--- src/rtl/lsu_wb.sv ---
// lsu_wb: load/store + writeback stage feeding the integer register file.
// Accepts one instruction from execute, issues a word-aligned memory request
// for loads/stores, aligns/extends load data and emits a one-cycle register
// file write pulse.
//
// Ports:
//   clk, rst                  clock, synchronous active-high reset
//   in_valid / in_ready       execute handshake (ready only in IDLE)
//   is_load, is_store, funct3 operation decode (RV32I width/sign code)
//   addr, store_data          effective address and rs2 value
//   alu_result                writeback value for non-memory ops
//   rd_addr_i, rd_wen_i       destination register and write flag
//   mem_req_*                 memory request channel (valid/ready)
//   mem_resp_valid/rdata      read data or write ack, sampled only in WAIT
//   rd_data_o/rd_addr_o/rd_wen_o  register file write port
//   bus_err_o                 one-cycle pulse after a response timeout
//   misalign_o                (LSU_MISALIGN_TRAP_EN only) misaligned access pulse
//
// Build option: define LSU_MISALIGN_TRAP_EN to trap misaligned accesses
// instead of truncating the offending low address bits.
module lsu_wb #(
    parameter int unsigned WAIT_MAX = 255
) (
    input  logic        clk,
    input  logic        rst,
    input  logic        in_valid,
    output logic        in_ready,
    input  logic        is_load,
    input  logic        is_store,
    input  logic [2:0]  funct3,
    input  logic [31:0] addr,
    input  logic [31:0] store_data,
    input  logic [31:0] alu_result,
    input  logic [4:0]  rd_addr_i,
    input  logic        rd_wen_i,
    output logic        mem_req_valid,
    input  logic        mem_req_ready,
    output logic [31:0] mem_req_addr,
    output logic        mem_req_wen,
    output logic [31:0] mem_req_wdata,
    output logic [3:0]  mem_req_wmask,
    input  logic        mem_resp_valid,
    input  logic [31:0] mem_resp_rdata,
    output logic [31:0] rd_data_o,
    output logic [4:0]  rd_addr_o,
    output logic        rd_wen_o,
    output logic        bus_err_o
`ifdef LSU_MISALIGN_TRAP_EN
    ,
    output logic        misalign_o
`endif
);

    localparam int unsigned CW = $clog2(WAIT_MAX + 1);

    typedef enum logic [2:0] {
        S_IDLE = 3'd0,
        S_REQ  = 3'd1,
        S_WAIT = 3'd2,
        S_WB   = 3'd3,
        S_TRAP = 3'd4
    } state_t;

    state_t state, state_nxt;

    logic          ld_q, st_q;
    logic [2:0]    f3_q;
    logic [1:0]    off_q;
    logic [31:0]   addr_q;
    logic [31:0]   wdata_q;
    logic [3:0]    wmask_q;
    logic [4:0]    rd_addr_q;
    logic          rd_wen_q;
    logic [31:0]   data_q;
    logic [CW-1:0] cnt;
    logic          bus_err_q;

    logic        accept;
    logic        is_mem;
    logic        size_byte, size_half;
    logic [1:0]  eff_off;
    logic [3:0]  st_mask;
    logic [31:0] st_wdata;
    logic [31:0] ld_shift;
    logic [31:0] ld_aligned;
    logic        timeout;

    assign accept  = (state == S_IDLE) && in_valid;
    assign is_mem  = is_load || is_store;
    assign timeout = (state == S_WAIT) && !mem_resp_valid && (cnt == CW'(WAIT_MAX - 1));

`ifdef LSU_MISALIGN_TRAP_EN
    logic misaligned;
    assign misaligned = (size_half && addr[0]) ||
                        (!size_byte && !size_half && (addr[1:0] != 2'b00));
`endif

    // Access size decode and store lane placement; the lane offset drops
    // any low address bits that a halfword/word access cannot use.
    always_comb begin
        size_byte = (funct3[1:0] == 2'b00);
        size_half = (funct3[1:0] == 2'b01);
        eff_off   = 2'b00;
        st_mask   = 4'b1111;
        st_wdata  = store_data;
        if (size_byte) begin
            eff_off  = addr[1:0];
            st_mask  = 4'b0001 << eff_off;
            st_wdata = {4{store_data[7:0]}};
        end else if (size_half) begin
            eff_off  = {addr[1], 1'b0};
            st_mask  = 4'b0011 << eff_off;
            st_wdata = {2{store_data[15:0]}};
        end
    end

    // Load data alignment and extension from the latched offset/width code.
    always_comb begin
        ld_shift = mem_resp_rdata >> {off_q, 3'b000};
        case (f3_q)
            3'b000:  ld_aligned = {{24{ld_shift[7]}}, ld_shift[7:0]};
            3'b100:  ld_aligned = {24'd0, ld_shift[7:0]};
            3'b001:  ld_aligned = {{16{ld_shift[15]}}, ld_shift[15:0]};
            3'b101:  ld_aligned = {16'd0, ld_shift[15:0]};
            default: ld_aligned = mem_resp_rdata;
        endcase
    end

    // State register.
    always_ff @(posedge clk) begin
        if (rst) state <= S_IDLE;
        else     state <= state_nxt;
    end

    // Next-state logic.
    always_comb begin
        state_nxt = state;
        case (state)
            S_IDLE: begin
                if (in_valid) begin
                    if (!is_mem)
                        state_nxt = S_WB;
`ifdef LSU_MISALIGN_TRAP_EN
                    else if (misaligned)
                        state_nxt = S_TRAP;
`endif
                    else
                        state_nxt = S_REQ;
                end
            end
            S_REQ:  if (mem_req_ready) state_nxt = S_WAIT;
            S_WAIT: begin
                if (mem_resp_valid) state_nxt = ld_q ? S_WB : S_IDLE;
                else if (timeout)   state_nxt = S_IDLE;
            end
            S_WB:    state_nxt = S_IDLE;
            S_TRAP:  state_nxt = S_IDLE;
            default: state_nxt = S_IDLE;
        endcase
    end

    // Outputs decoded from state and latched transaction fields.
    always_comb begin
        in_ready      = 1'b0;
        mem_req_valid = 1'b0;
        rd_wen_o      = 1'b0;
        mem_req_addr  = addr_q;
        mem_req_wen   = st_q;
        mem_req_wdata = wdata_q;
        mem_req_wmask = wmask_q;
        rd_data_o     = data_q;
        rd_addr_o     = rd_addr_q;
        bus_err_o     = bus_err_q;
`ifdef LSU_MISALIGN_TRAP_EN
        misalign_o    = (state == S_TRAP);
`endif
        case (state)
            S_IDLE:  in_ready      = 1'b1;
            S_REQ:   mem_req_valid = 1'b1;
            S_WB:    rd_wen_o      = rd_wen_q && (rd_addr_q != 5'd0);
            default: ;
        endcase
    end

    // Transaction capture, load data return, wait counter and timeout flag.
    // The timeout pulse is registered, so it shows in the cycle following
    // the last WAIT cycle (the FSM is already back in IDLE then).
    always_ff @(posedge clk) begin
        if (rst) begin
            ld_q      <= 1'b0;
            st_q      <= 1'b0;
            f3_q      <= 3'd0;
            off_q     <= 2'd0;
            addr_q    <= 32'd0;
            wdata_q   <= 32'd0;
            wmask_q   <= 4'd0;
            rd_addr_q <= 5'd0;
            rd_wen_q  <= 1'b0;
            data_q    <= 32'd0;
            cnt       <= '0;
            bus_err_q <= 1'b0;
        end else begin
            bus_err_q <= timeout;
            if (accept) begin
                ld_q      <= is_load;
                st_q      <= is_store && !is_load;
                f3_q      <= funct3;
                off_q     <= eff_off;
                addr_q    <= {addr[31:2], 2'b00};
                wdata_q   <= (is_store && !is_load) ? st_wdata : 32'd0;
                wmask_q   <= (is_store && !is_load) ? st_mask : 4'd0;
                rd_addr_q <= rd_addr_i;
                rd_wen_q  <= rd_wen_i;
                data_q    <= alu_result;
            end
            if (state == S_REQ && mem_req_ready)
                cnt <= '0;
            else if (state == S_WAIT && !mem_resp_valid)
                cnt <= cnt + CW'(1);
            if (state == S_WAIT && mem_resp_valid && ld_q)
                data_q <= ld_aligned;
        end
    end

endmodule
--- config.mk ---
export PLATFORM = sky130hd
export DESIGN_NAME = lsu_wb
export DESIGN_NICKNAME = d
export VERILOG_FILES = /design/src/rtl/lsu_wb.sv
export SDC_FILE = /design/constraint.sdc
export NUM_CORES = 1
export LEC_CHECK = 0
export BUFFER_PORTS_ARGS = -buffer_cell sky130_fd_sc_hd__buf_2
export CORE_AREA = 4 4 115 117
export DETAILED_ROUTE_END_ITERATION = 16
export DIE_AREA = 0 0 119 121
export MAX_ROUTING_LAYER = met4
export PLACE_DENSITY = 0.8
export SYNTH_ARGS = -nofsm -noshare
export SYNTH_HDL_FRONTEND = slang
export SYNTH_SLANG_ARGS = --single-unit
--- constraint.sdc ---
create_clock -name clk -period 2.25 [get_ports clk]
set_clock_uncertainty 0.2 [all_clocks]
set_input_delay 0.45 -clock clk [delete_from_list [all_inputs] [get_ports clk]]
set_output_delay 0.45 -clock clk [all_outputs]
set_load 0.005 [all_outputs]
# Word level (Yosys, flattened, before mapping)
# Index checks and enable logic that the tools add are counted.
# totals
register_bits	123
input_bits	144
word_cells	67
# op_classes
add_sub_neg	1
n_eq_ne	11
n_shift	3
muxes	21
reduce_logical	18
# ops
op	count
32-bit 2-to-1 mux	5
32-bit case mux with 4 select lines	1
32-bit by 5-bit right shift with 16-bit output	1
3-bit 2-to-1 mux	4
4-bit 2-to-1 mux	3
3-bit case mux with 3 select lines	1
8-bit by 1-bit adder with 8-bit output (second input constant)	1
8-bit == test (second input constant)	1
1-bit logical AND	8
2-bit 2-to-1 mux	4
3-bit by 1-bit == test with 1-bit output (second input constant)	2
3-bit by 2-bit == test with 1-bit output (second input constant)	2
3-bit == test (second input constant)	2
3-bit logical NOT	2
5-bit nonzero test	1
2-bit inequality test (second input constant)	2
1-bit by 2-bit left shift with 4-bit output (first input constant)	1
2-bit by 2-bit left shift with 4-bit output (first input constant)	1
1-bit 2-to-1 mux	3
3-bit inequality test (second input constant)	1
3-bit AND reduction	1
2-bit by 1-bit == test with 1-bit output (second input constant)	1
1-bit logical NOT	2
2-bit logical NOT	1
other kinds (3)	3

# Logic depth before layout (Yosys ltp)
# Gate-level depths: netlist (run 1).
# logic_depth
ltp_word	6
ltp_mapped	7
mapped_depth_nobuf	5

# Worst setup path after synthesis (run 1)
# OpenSTA, ideal clock, no wires.
# synth_path
kind	input to register
from	input port funct3[0]
to	register wdata_q[13] (netlist: mem_req_wdata[13])
setup_ns	0.128
arrival_time_ns	1.663
required_ns	1.922
setup_slack_ns	0.259
cell_stages	6
n_path_buf	2
cell_sequence	buf_2 -> nor2_1 -> buf_1 -> mux2_2 -> a22oi_1 -> nor2_1
# synth_between
elab_chain_len	3
# synth_rtl
element	line	source
start: declaration	30	input logic [2:0] funct3,
2-bit logical NOT	101	size_byte = (funct3[1:0] == 2'b00);
32-bit 2-to-1 mux	106	if (size_byte) begin
32-bit 2-to-1 mux	210	wdata_q <= (is_store && !is_load) ? st_wdata : 32'd0;
end signal: assignment	210	
end: declaration	70	logic [31:0] wdata_q;
# Every way passes these cells.
# A chain may end at the register's enable or synchronous reset.

# Final worst setup path (run 1)
# layout_path
from	register off_q[0]
to	register data_q[5] (netlist: rd_data_o[5])
# layout_between
elab_chain_len	3
# layout_rtl
element	line	source
start: declaration	68	logic [1:0] off_q;
start signal: assignment	208	off_q <= eff_off;
32-bit by 5-bit right shift with 16-bit output	119	ld_shift = mem_resp_rdata >> {off_q, 3'b000};
32-bit case mux with 4 select lines	120	case (f3_q)
32-bit 2-to-1 mux	220	if (state == S_WAIT && mem_resp_valid && ld_q)
end signal: assignment	214	data_q <= alu_result;
end signal: assignment	221	data_q <= ld_aligned;
end: declaration	74	logic [31:0] data_q;
# Every way passes these cells.

==> results of run 1 <==
-- kinds of logic after synthesis --
logic type / synth area share
simple gates: 0.188
compound gates: 0.237
flops: 0.423
buf+inv: 0.0648
mux: 0.0746
xor+xnor: 0.00759
fa+ha+maj: 0.00433
other cells: 0.000650
-- sequential cells by signal, summed over array words and instances, names as in the netlist --
signal	count
mem_req_wen	1
mem_req_wmask	4
off_q	2
mem_req_wdata	32
mem_req_addr	30
cnt	8
rd_wen_q	1
rd_addr_o	5
f3_q	3
rd_data_o	32
ld_q	1
state	2
bus_err_o	1
-- area by class of cell --
class	count	area share
tap	172	0.0275
antenna	1	0.000320
clock inverter	12	0.0159
timing repair buffer	282	0.196
clock buffer	20	0.0585
sequential	122	0.313
inverter	20	0.00961
multi-input combinational	504	0.380
-- path summary, 6_finish.rpt --
| kind | from | to | cells past startpoint |
|---|---|---|---|
| min | addr[22] | mem_req_addr[22] | 3 |
| max reg2reg | off_q[0] | rd_data_o[5] | 4 |
| max | off_q[0] | rd_data_o[5] | 4 |
| min reg2reg | mem_req_addr[15] | mem_req_addr[15] | 2 |
-- layer usage --
metal	up-vias	part of all wire
met3	36	0.084
met4	0	0.020
li1	2982	-
met1	2958	0.41
met5	-	0
met2	323	0.49
-- critical path: cells and delay by family, from the launching register on --
kind	cells	cell delay, ns
AO/OA/AOI/OAI	3	0.71
AND/OR/NAND/NOR	1	0.55
flip-flops	1	0.47
-- metrics by stage --
| stage | utilization | hold slack (ns) | instance area (sq um) | total power [mW] | instances |
|---|---|---|---|---|---|
| final | 0.632 | 0.0699 | 7810 | 6.15 | 1133 |
| after global routing | 0.632 | 0.0521 | 7810 | 6.41 | 1132 |
| after CTS | 0.632 | 0.0499 | 7810 | 6.18 | 1132 |
| after detailed placement | 0.585 | 0.243 | 7230 | 3.52 | 1100 |
| after global placement | 0.585 | 0.238 | 7230 | 3.50 | 1100 |
| after floorplan | - | 0.237 | 5780 | 3.03 | 710 |
-- power by group through the flow --
stage	Sequential, mW	Clock [mW]	Combinational, mW
after floorplan	2.45	0	0.579
after global placement	2.45	0	1.05
after detailed placement	2.45	0	1.07
after CTS	2.41	2.69	1.07
after global routing	2.43	2.80	1.18
final	2.41	2.66	1.08
-- cell usage in the layout, fill, tap and decap left out, types with 17 or more instances in the layout --
cell type  count
inv_1         20
clkbuf_16     17
o211ai_1      18
buf_2        250
mux2i_1       25
nand2_1      136
a22oi_1       33
dfxtp_1      122
buf_4         29
nand3_1       18
nor2_1        58
a21oi_1       81
==> impl_metrics.csv, run 1 <==
group,metric,value,unit
sta,timing_hold_violations_final,0,
logic_synthesis,synth.distinct_cells,51,
clock_network,max-clock-path-buffers,2,
critical_path,biggest_cell_delay_along_the_critical_path,0.55,ns
clock_network,clock_transition_time_at_the_flip_flop_clock_pins_of_the_worst_setup_and_hold_paths,0.06,ns
clock_network,root_buffer,"clkbuf_16",
floorplanning,die-area,14400,sq um
clock_network,cts_repair_resize_count,0,
grt,largest_net_degree_at_the_start_of_global_routing,60,
detailed_routing,route.detailed.drc,0,
logic_synthesis,yosys.cell_count.top_type,"nand2_1",
hold_path,hold_class,"input port to flip-flop",
logic_synthesis,synth.yosys.warnings,0,
detailed_routing,first_pass_iters,5,
critical_path,timing.critical_path.required,2.37,ns
critical_path,worst_setup_path_start_kind,"flip-flop",
sta,fmax,493,MHz
cells_and_area,design.final.nets,1093,
pwr,part_of_the_power_in_combinational_logic,0.176,
cells_and_area,nFillCells,1146,
clock_network,tritoncts.num_buffers,17,
critical_path,criticalPathCategory,"flip-flop to flip-flop",
logic_synthesis,async_reset_ff_frac,0,
pwr,power_density,787,nW/um^2
grt,globalRoute.totalOverflow,0,
sta,finalWorstSetupSlack,0.220,ns
pwr,power_frac_clock,0.433,
grt,global_route_wire_length_before_repair,29900,microns
flow_run,maxCapViolCount,0,
clock_network,post-cts-setup-buffer-count,0,
place,detailed_place_hpwl,13600,microns
sta,worst_slew_margin_rel,0.596,
sta,final.min_clock_period,2.03,ns
clock_network,clk-insertion-delay-late,0.41,ns
logic_synthesis,dominantRegCellSynth,"dfxtp_1",
critical_path,critical_path.cell_chain,"nor2b_1 > a21oi_1 > o221a_2 > a311oi_1",
pwr,power.static_leakage,3.51,nW
detailed_routing,num_vias,6299,
logic_synthesis,average_size_of_a_mapped_cell,8.14,sq um
logic_synthesis,number_of_synthesized_flops_with_an_enable_pin,0,
pwr,sequential_power_share,0.391,
grt,met1_resource_use_gr,0.319,
logic_synthesis,ys_top_cells_by_area,"dfxtp_1 42%, nand2_1 8.8%, a21oi_1 7.0%",
cells_and_area,final_layout_size_suffix_gt1_frac,0.363,
grt,busiest_layer,"met2",
critical_path,crit_slowest_cell,"nor2b_1",
detailed_routing,antenna_violating_nets_post_route,0,
detailed_routing,vias_per_inst,5.56,
logic_synthesis,synth.top_cell.area_share,0.423,
logic_synthesis,yosysTopAreaCell,"dfxtp_1",
detailed_routing,detailedRoute.firstIterationViolations,689,
logic_synthesis,synth_seq_cells,122,
pwr,power.net_switching,1.69,mW
sta,setup_tns_after_final_layout,0,ns
grt,track_usage,0.267,
critical_path,r2r_setup_slack,0.22,ns
cells_and_area,syn2layout_area_growth,35.3,%
floorplanning,fp.dieW,119,microns
run_status,status,"finished, final reports clean",
place,numPortBuffers,251,
place,place_congestion,0.928,
floorplanning,floorplan_core_area,12400,sq um
pwr,netSwitchingFraction,0.275,
floorplanning,floorplan.initialDensity,0.467,
logic_synthesis,netlist_instances,709,
clock_network,cts_tree,"built",
detailed_routing,detail_route.wirelength,19400,microns
sta,timing.final.setup_violations,0,
pwr,worst_ir_drop_vdd,0.000391,V
cells_and_area,area.sequential,2440,sq um
clock_network,cts.htree.levels,4,
clock_network,cts_hold_repair.buffers,0,
logic_synthesis,synth.cell_area,5770,sq um
sta,share_of_the_clock_period_used_by_the_worst_path_after_layout,0.902,
sta,number_of_pins_exceeding_their_max_slew_limit_in_the_final_report,0,
critical_path,critical_path_arrival,2.15,ns
logic_synthesis,synth_commonest_cells,"136 x nand2_1, 122 x dfxtp_1, 81 x a21oi_1",
clock_network,clock_sinks,122,
logic_synthesis,synth_sequential_area_ratio,0.423,
critical_path,crit_path_max_fo,7,
detailed_routing,post_drt_wl_per_cell,17.1,microns
critical_path,timing.critical_path.to_type,"flip-flop",
floorplanning,die_h,121,microns
pwr,cell_internal_pwr,4.46,mW
floorplanning,io_pins,254,
grt,antenna_found_initial,0,
place,place_ws,0.185,ns
grt,first_global_vias,5936,
floorplanning,std_cell_rows,41,
sta,tightest_slew,0.605,ns
sta,rsz_0062_raised_after_global_routing,"false",
grt,globalRouteMet3Util,0.0783,
cells_and_area,multi_input_gate_area_in_the_final_layout,2970,sq um
grt,global_route.usage.met2,0.428,
Note: power is estimated with default switching activity, not from simulation.
==> run 2, diff against run 1 <==
- CORE_AREA: 4 4 115 117 -> 5 5 115 117
- CTS_BUF_LIST: default -> sky130_fd_sc_hd__clkbuf_8
- CTS_CLUSTER_SIZE: default -> 8
- DIE_AREA: 0 0 119 121 -> 0 0 120 122
- PLACE_DENSITY: 0.8 -> 0.81
==> impl_metrics.csv, run 2 (synthesis results as in run 1) <==
group,metric,value,unit
run_status,status,"finished, final reports clean",
detailed_routing,first_pass_iters,5,
pwr,worst_ir_drop_vdd,0.000533,V
sta,timing.final.setup_violations,0,
sta,tightest_slew,0.673,ns
cells_and_area,design.final.nets,1086,
critical_path,timing.critical_path.to_type,"output port",
place,detailed_place_hpwl,13400,microns
place,place_congestion,0.974,
detailed_routing,detailedRoute.firstIterationViolations,528,
clock_network,cts_hold_repair.buffers,0,
detailed_routing,top_layer_used,"met4",
grt,antenna_found_initial,0,
critical_path,biggest_cell_delay_along_the_critical_path,0.46,ns
detailed_routing,detail_route.wirelength,18300,microns
floorplanning,std_cell_rows,41,
clock_network,max-clock-path-buffers,2,
critical_path,critical_path.cell_chain,"buf_4 > nand3_1 > a21oi_1 > buf_2",
critical_path,ff2ff_path_depth,5,
grt,globalRoute.totalOverflow,0,
detailed_routing,vias_per_inst,5.60,
sta,timing_hold_violations_final,0,
clock_network,cts.htree.levels,4,
sta,worst_slew_margin_rel,0.551,
place,numPortBuffers,251,
clock_network,clk-insertion-delay-late,0.43,ns
detailed_routing,post_drt_wl_per_cell,16.7,microns
critical_path,criticalPathCategory,"flip-flop to output port",
detailed_routing,num_vias,6165,
clock_network,cts_repair_resize_count,0,
cells_and_area,syn2layout_area_growth,30.0,%
cells_and_area,final_layout_size_suffix_gt1_frac,0.352,
critical_path,crit_path_max_fo,8,
floorplanning,floorplan_core_area,12300,sq um
detailed_routing,route.detailed.drc,0,
grt,first_global_vias,5886,
sta,final.min_clock_period,2.05,ns
cells_and_area,layout.cells.non_filler,1101,
floorplanning,die_h,122,microns
hold_path,hold_depth,3,
clock_network,cts_tree,"built",
grt,global_route_wire_length_before_repair,28800,microns
critical_path,crit_slowest_cell,"dfxtp_1",
grt,track_usage,0.250,
floorplanning,floorplan.initialDensity,0.471,
floorplanning,die-area,14600,sq um
floorplanning,fp.dieW,120,microns
cells_and_area,most-common-layout-cells,"250 x buf_2, 136 x nand2_1, 122 x dfxtp_1, 81 x a21oi_1, 58 x nor2_1",
critical_path,critical_path_arrival,1.40,ns
critical_path,worst_setup_path_start_kind,"flip-flop",
pwr,power_density,692,nW/um^2
place,dpl.cell_count,1071,
cells_and_area,diodes,0,
grt,largest_net_degree_at_the_start_of_global_routing,64,
floorplanning,io_pins,254,
sta,share_of_the_clock_period_used_by_the_worst_path_after_layout,0.912,
sta,rsz_0062_raised_after_global_routing,"false",
critical_path,timing.critical_path.required,1.60,ns
detailed_routing,wl_met2,8890,microns
clock_network,post-cts-setup-buffer-count,0,
clock_network,clock_transition_time_at_the_flip_flop_clock_pins_of_the_worst_setup_and_hold_paths,0.07,ns
cells_and_area,layout.cells.most_common,"buf_2",
clock_network,root_buffer,"clkbuf_8",
detailed_routing,antenna_violating_nets_post_route,0,
cells_and_area,finalCoreUtilization,0.612,
sta,number_of_pins_exceeding_their_max_slew_limit_in_the_final_report,0,
flow_run,maxCapViolCount,0,
pwr,power.static_leakage,3.39,nW
sta,setup_tns_after_final_layout,0,ns
hold_path,hold_class,"input port to flip-flop",
detailed_routing,detailroute.wirelength.met3,1510,microns
clock_network,tritoncts.num_buffers,17,
sta,fmax,488,MHz
clock_network,clock_sinks,122,
detailed_routing,routedLengthMet1,7570,microns
==> run 2: cell types whose count changed in the layout (fill, tap and decap cells not counted), sizes merged <==
cell,delta
bufinv,-2
diode,-1
inv,+5
clkbuf,+4
clkinvlp,-4
clkinv,-5
buf,-7
==> run 2: final timing paths <==
check | startpoint | endpoint | slack (ns)
max | state[1] | rd_wen_o | 0.20
max reg2reg | f3_q[1] | rd_data_o[0] | 0.22
min reg2reg | mem_req_addr[13] | mem_req_addr[13] | 0.25
min | addr[23] | mem_req_addr[23] | 0.05
==> run 2: power by group <==
group	internal [mW]	total (mW)	switching, mW
logic	0.451	1.05	0.596
registers	2.32	2.41	0.0921
clock network	0.935	1.74	0.804
total	3.70	5.19	1.49
==> run 2: metal layers <==
metal / track usage / vias up
met5: - / -
met4: 0.0974 / 0
met3: 0.0664 / 39
met2: 0.405 / 302
met1: 0.300 / 2861
li1: - / 2963
==> run 2: final cells by class <==
| cell class | instances | area (sq um) |
|---|---|---|
| Multi-Input combinational cell | 504 | 2970 |
| Timing Repair Buffer | 275 | 1480 |
| Clock inverter | 6 | 23.8 |
| Clock buffer | 24 | 330 |
| Sequential cell | 122 | 2440 |
| Fill cell | 1087 | 4760 |
| Tap cell | 150 | 188 |
| Inverter | 20 | 75.1 |
==> run 2: worst max-delay path: cells and delay by family, from the launching register on <==
family                 cells  cell delay, ns
AO/OA/AOI/OAI              1            0.13
flip-flops                 1            0.46
buffers and inverters      2            0.30
AND/OR/NAND/NOR            1            0.08
==> run 2: per-stage QoR <==
stage | power [mW] | area, sq um | hold slack, ns | setup WS, ns
6_report | 5.19 | 7500 | 0.0519 | 0.199
5_1_grt | 5.46 | 7500 | 0.0165 | 0.0644
4_1_cts | 5.24 | 7500 | 0.0190 | 0.157
3_5_place_dp | 3.50 | 7150 | 0.245 | 0.188
3_3_place_gp | 3.48 | 7150 | 0.239 | 0.246
2_1_floorplan | 3.03 | 5780 | 0.237 | 0.259
==> run 3, diff against run 2 <==
- BUFFER_PORTS_ARGS: -buffer_cell sky130_fd_sc_hd__buf_2 -> default
- CORE_AREA: 5 5 115 117 -> 5 5 101 103
- DIE_AREA: 0 0 120 122 -> 0 0 106 108
- DONT_BUFFER_PORTS: default -> 1
- PLACE_DENSITY: 0.81 -> 0.79
==> impl_metrics.csv, run 3 (synthesis results as in run 1) <==
group,metric,value,unit
run_status,status,"finished, final reports clean",
grt,antenna_found_initial,0,
pwr,worst_ir_drop_vdd,0.000530,V
cells_and_area,multi_input_gate_area_in_the_final_layout,2970,sq um
pwr,power_frac_clock,0.381,
detailed_routing,num_vias,5682,
cells_and_area,finalCoreUtilization,0.754,
grt,globalRoute.totalOverflow,0,
flow_run,maxCapViolCount,0,
pwr,power.net_switching,1.60,mW
sta,fmax,463,MHz
floorplanning,std_cell_rows,35,
critical_path,crit_path_max_fo,38,
critical_path,worst_setup_path_start_kind,"flip-flop",
place,place_congestion,0.900,
grt,first_global_vias,5718,
sta,tightest_slew,0.547,ns
grt,globalRouteMet3Util,0.118,
pwr,power.static_leakage,2.57,nW
grt,busiest_layer,"met2",
detailed_routing,route.detailed.drc,0,
critical_path,critical_path_arrival,2.26,ns
clock_network,clock_transition_time_at_the_flip_flop_clock_pins_of_the_worst_setup_and_hold_paths,0.08,ns
cells_and_area,design.final.nets,896,
sta,final.min_clock_period,2.16,ns
cells_and_area,fin_area,6870,sq um
clock_network,root_buffer,"clkbuf_8",
place,numPortBuffers,0,
detailed_routing,antenna_violating_nets_post_route,0,
pwr,design_power_total,5.32,mW
grt,track_usage,0.329,
pwr,cell_internal_pwr,3.72,mW
pwr,power_density,774,nW/um^2
hold_path,hold_class,"input port to flip-flop",
cells_and_area,syn2layout_area_growth,19.0,%
floorplanning,fp.dieW,106,microns
cells_and_area,layout.cells.most_common,"nand2_1",
grt,global_route_wire_length_before_repair,29400,microns
floorplanning,die-area,11400,sq um
grt,largest_net_degree_at_the_start_of_global_routing,81,
sta,rsz_0062_raised_after_global_routing,"false",
critical_path,timing.critical_path.required,2.35,ns
sta,hold_ws,0.0158,ns
place,placement.cell_area,5800,sq um
pwr,part_of_the_power_in_combinational_logic,0.157,
place,detailed_place_hpwl,12300,microns
floorplanning,floorplan_core_area,9110,sq um
pwr,sequential_power_share,0.463,
critical_path,criticalPathCategory,"flip-flop to flip-flop",
floorplanning,floorplan.initialDensity,0.634,
cells_and_area,nFillCells,635,
floorplanning,die_h,108,microns
cells_and_area,most-common-layout-cells,"136 x nand2_1, 121 x dfxtp_1, 81 x a21oi_1, 58 x nor2_1, 58 x dlygate4sd3_1",
sta,timing.final.setup_violations,0,
clock_network,cts.htree.levels,4,
place,place_ws,0.224,ns
cells_and_area,final_layout_size_suffix_gt1_frac,0.125,
clock_network,cts_tree,"built",
cells_and_area,area.sequential,2440,sq um
detailed_routing,detail_route.wirelength,19000,microns
sta,number_of_pins_exceeding_their_max_slew_limit_in_the_final_report,0,
clock_network,clock_sinks,122,
detailed_routing,detailedRoute.firstIterationViolations,396,
cells_and_area,diodes,0,
grt,met1_resource_use_gr,0.357,
critical_path,timing.critical_path.to_type,"flip-flop",
sta,share_of_the_clock_period_used_by_the_worst_path_after_layout,0.959,
detailed_routing,first_pass_iters,5,
place,dpl.cell_count,779,
cells_and_area,layout.cells.non_filler,874,
floorplanning,io_pins,254,
sta,timing_hold_violations_final,0,
sta,finalWorstSetupSlack,0.0922,ns
detailed_routing,vias_per_inst,6.50,
sta,setup_tns_after_final_layout,0,ns
pwr,netSwitchingFraction,0.300,
clock_network,clk-insertion-delay-late,0.42,ns
clock_network,max-clock-path-buffers,2,
clock_network,tritoncts.num_buffers,17,
sta,worst_slew_margin_rel,0.635,
detailed_routing,post_drt_wl_per_cell,21.7,microns
grt,global_route.usage.met2,0.554,
run 3: cell count changes in the layout (fill, tap and decap cells not counted), moves of 2 or more:
| cell | delta |
|---|---|
| clkinvlp_4 | +3 |
| buf_12 | -3 |
| buf_2 | -250 |
| inv_6 | +6 |
| bufinv_16 | +2 |
| clkbuf_8 | -6 |
| clkinv_4 | +3 |
| dlygate4sd3_1 | +58 |
| inv_1 | -5 |
| buf_6 | +2 |
run 3: cell type report:
class | instances | area share
tap | 111 | 0.0202
multi-input combinational | 504 | 0.433
inverter | 20 | 0.0109
sequential | 122 | 0.356
clock inverter | 14 | 0.0235
timing repair buffer | 85 | 0.121
clock buffer | 18 | 0.0361
run 3: routing by layer:
metal	vias up	share of wire	wire length, microns
met2	376	0.50	9460
met4	0	0.029	548
met5	-	0	0
li1	2590	-	-
met1	2664	0.36	6770
met3	52	0.11	2170
run 3: path summary, 6_finish.rpt:
path,to,slack (ns),cells after the start,startpoint
setup / recovery,mem_req_wmask[1],0.09,5,state[1]
hold / removal,rd_data_o[20],0.02,2,mem_resp_rdata[20]
setup reg to reg,mem_req_wmask[1],0.09,5,state[1]
hold reg to reg,rd_wen_q,0.27,2,rd_wen_q
run 3: critical path: stages (launching register included):
cell,delay [ns]
dfxtp_2,0.36
or3b_4,0.45
buf_4,0.28
nand2_1,0.13
a21oi_1,0.08
dlygate4sd3_1,0.56
run 3: power by group through the flow:
stage               clock network (mW)  logic (mW)  registers (mW)
floorplan                            0       0.579            2.45
global placement                     0       0.639            2.50
detailed placement                   0       0.664            2.50
CTS                               2.04       0.782            2.46
global route                      2.15       0.915            2.48
finish                            2.02       0.835            2.46
run 3: what timing repair did:
item                                    CTS  global route
endpoints found under the setup margin    0            11
buffers inserted                          0             3
gates resized for setup                   0             4
endpoints found under the hold margin    99             1
hold buffers                             58             1
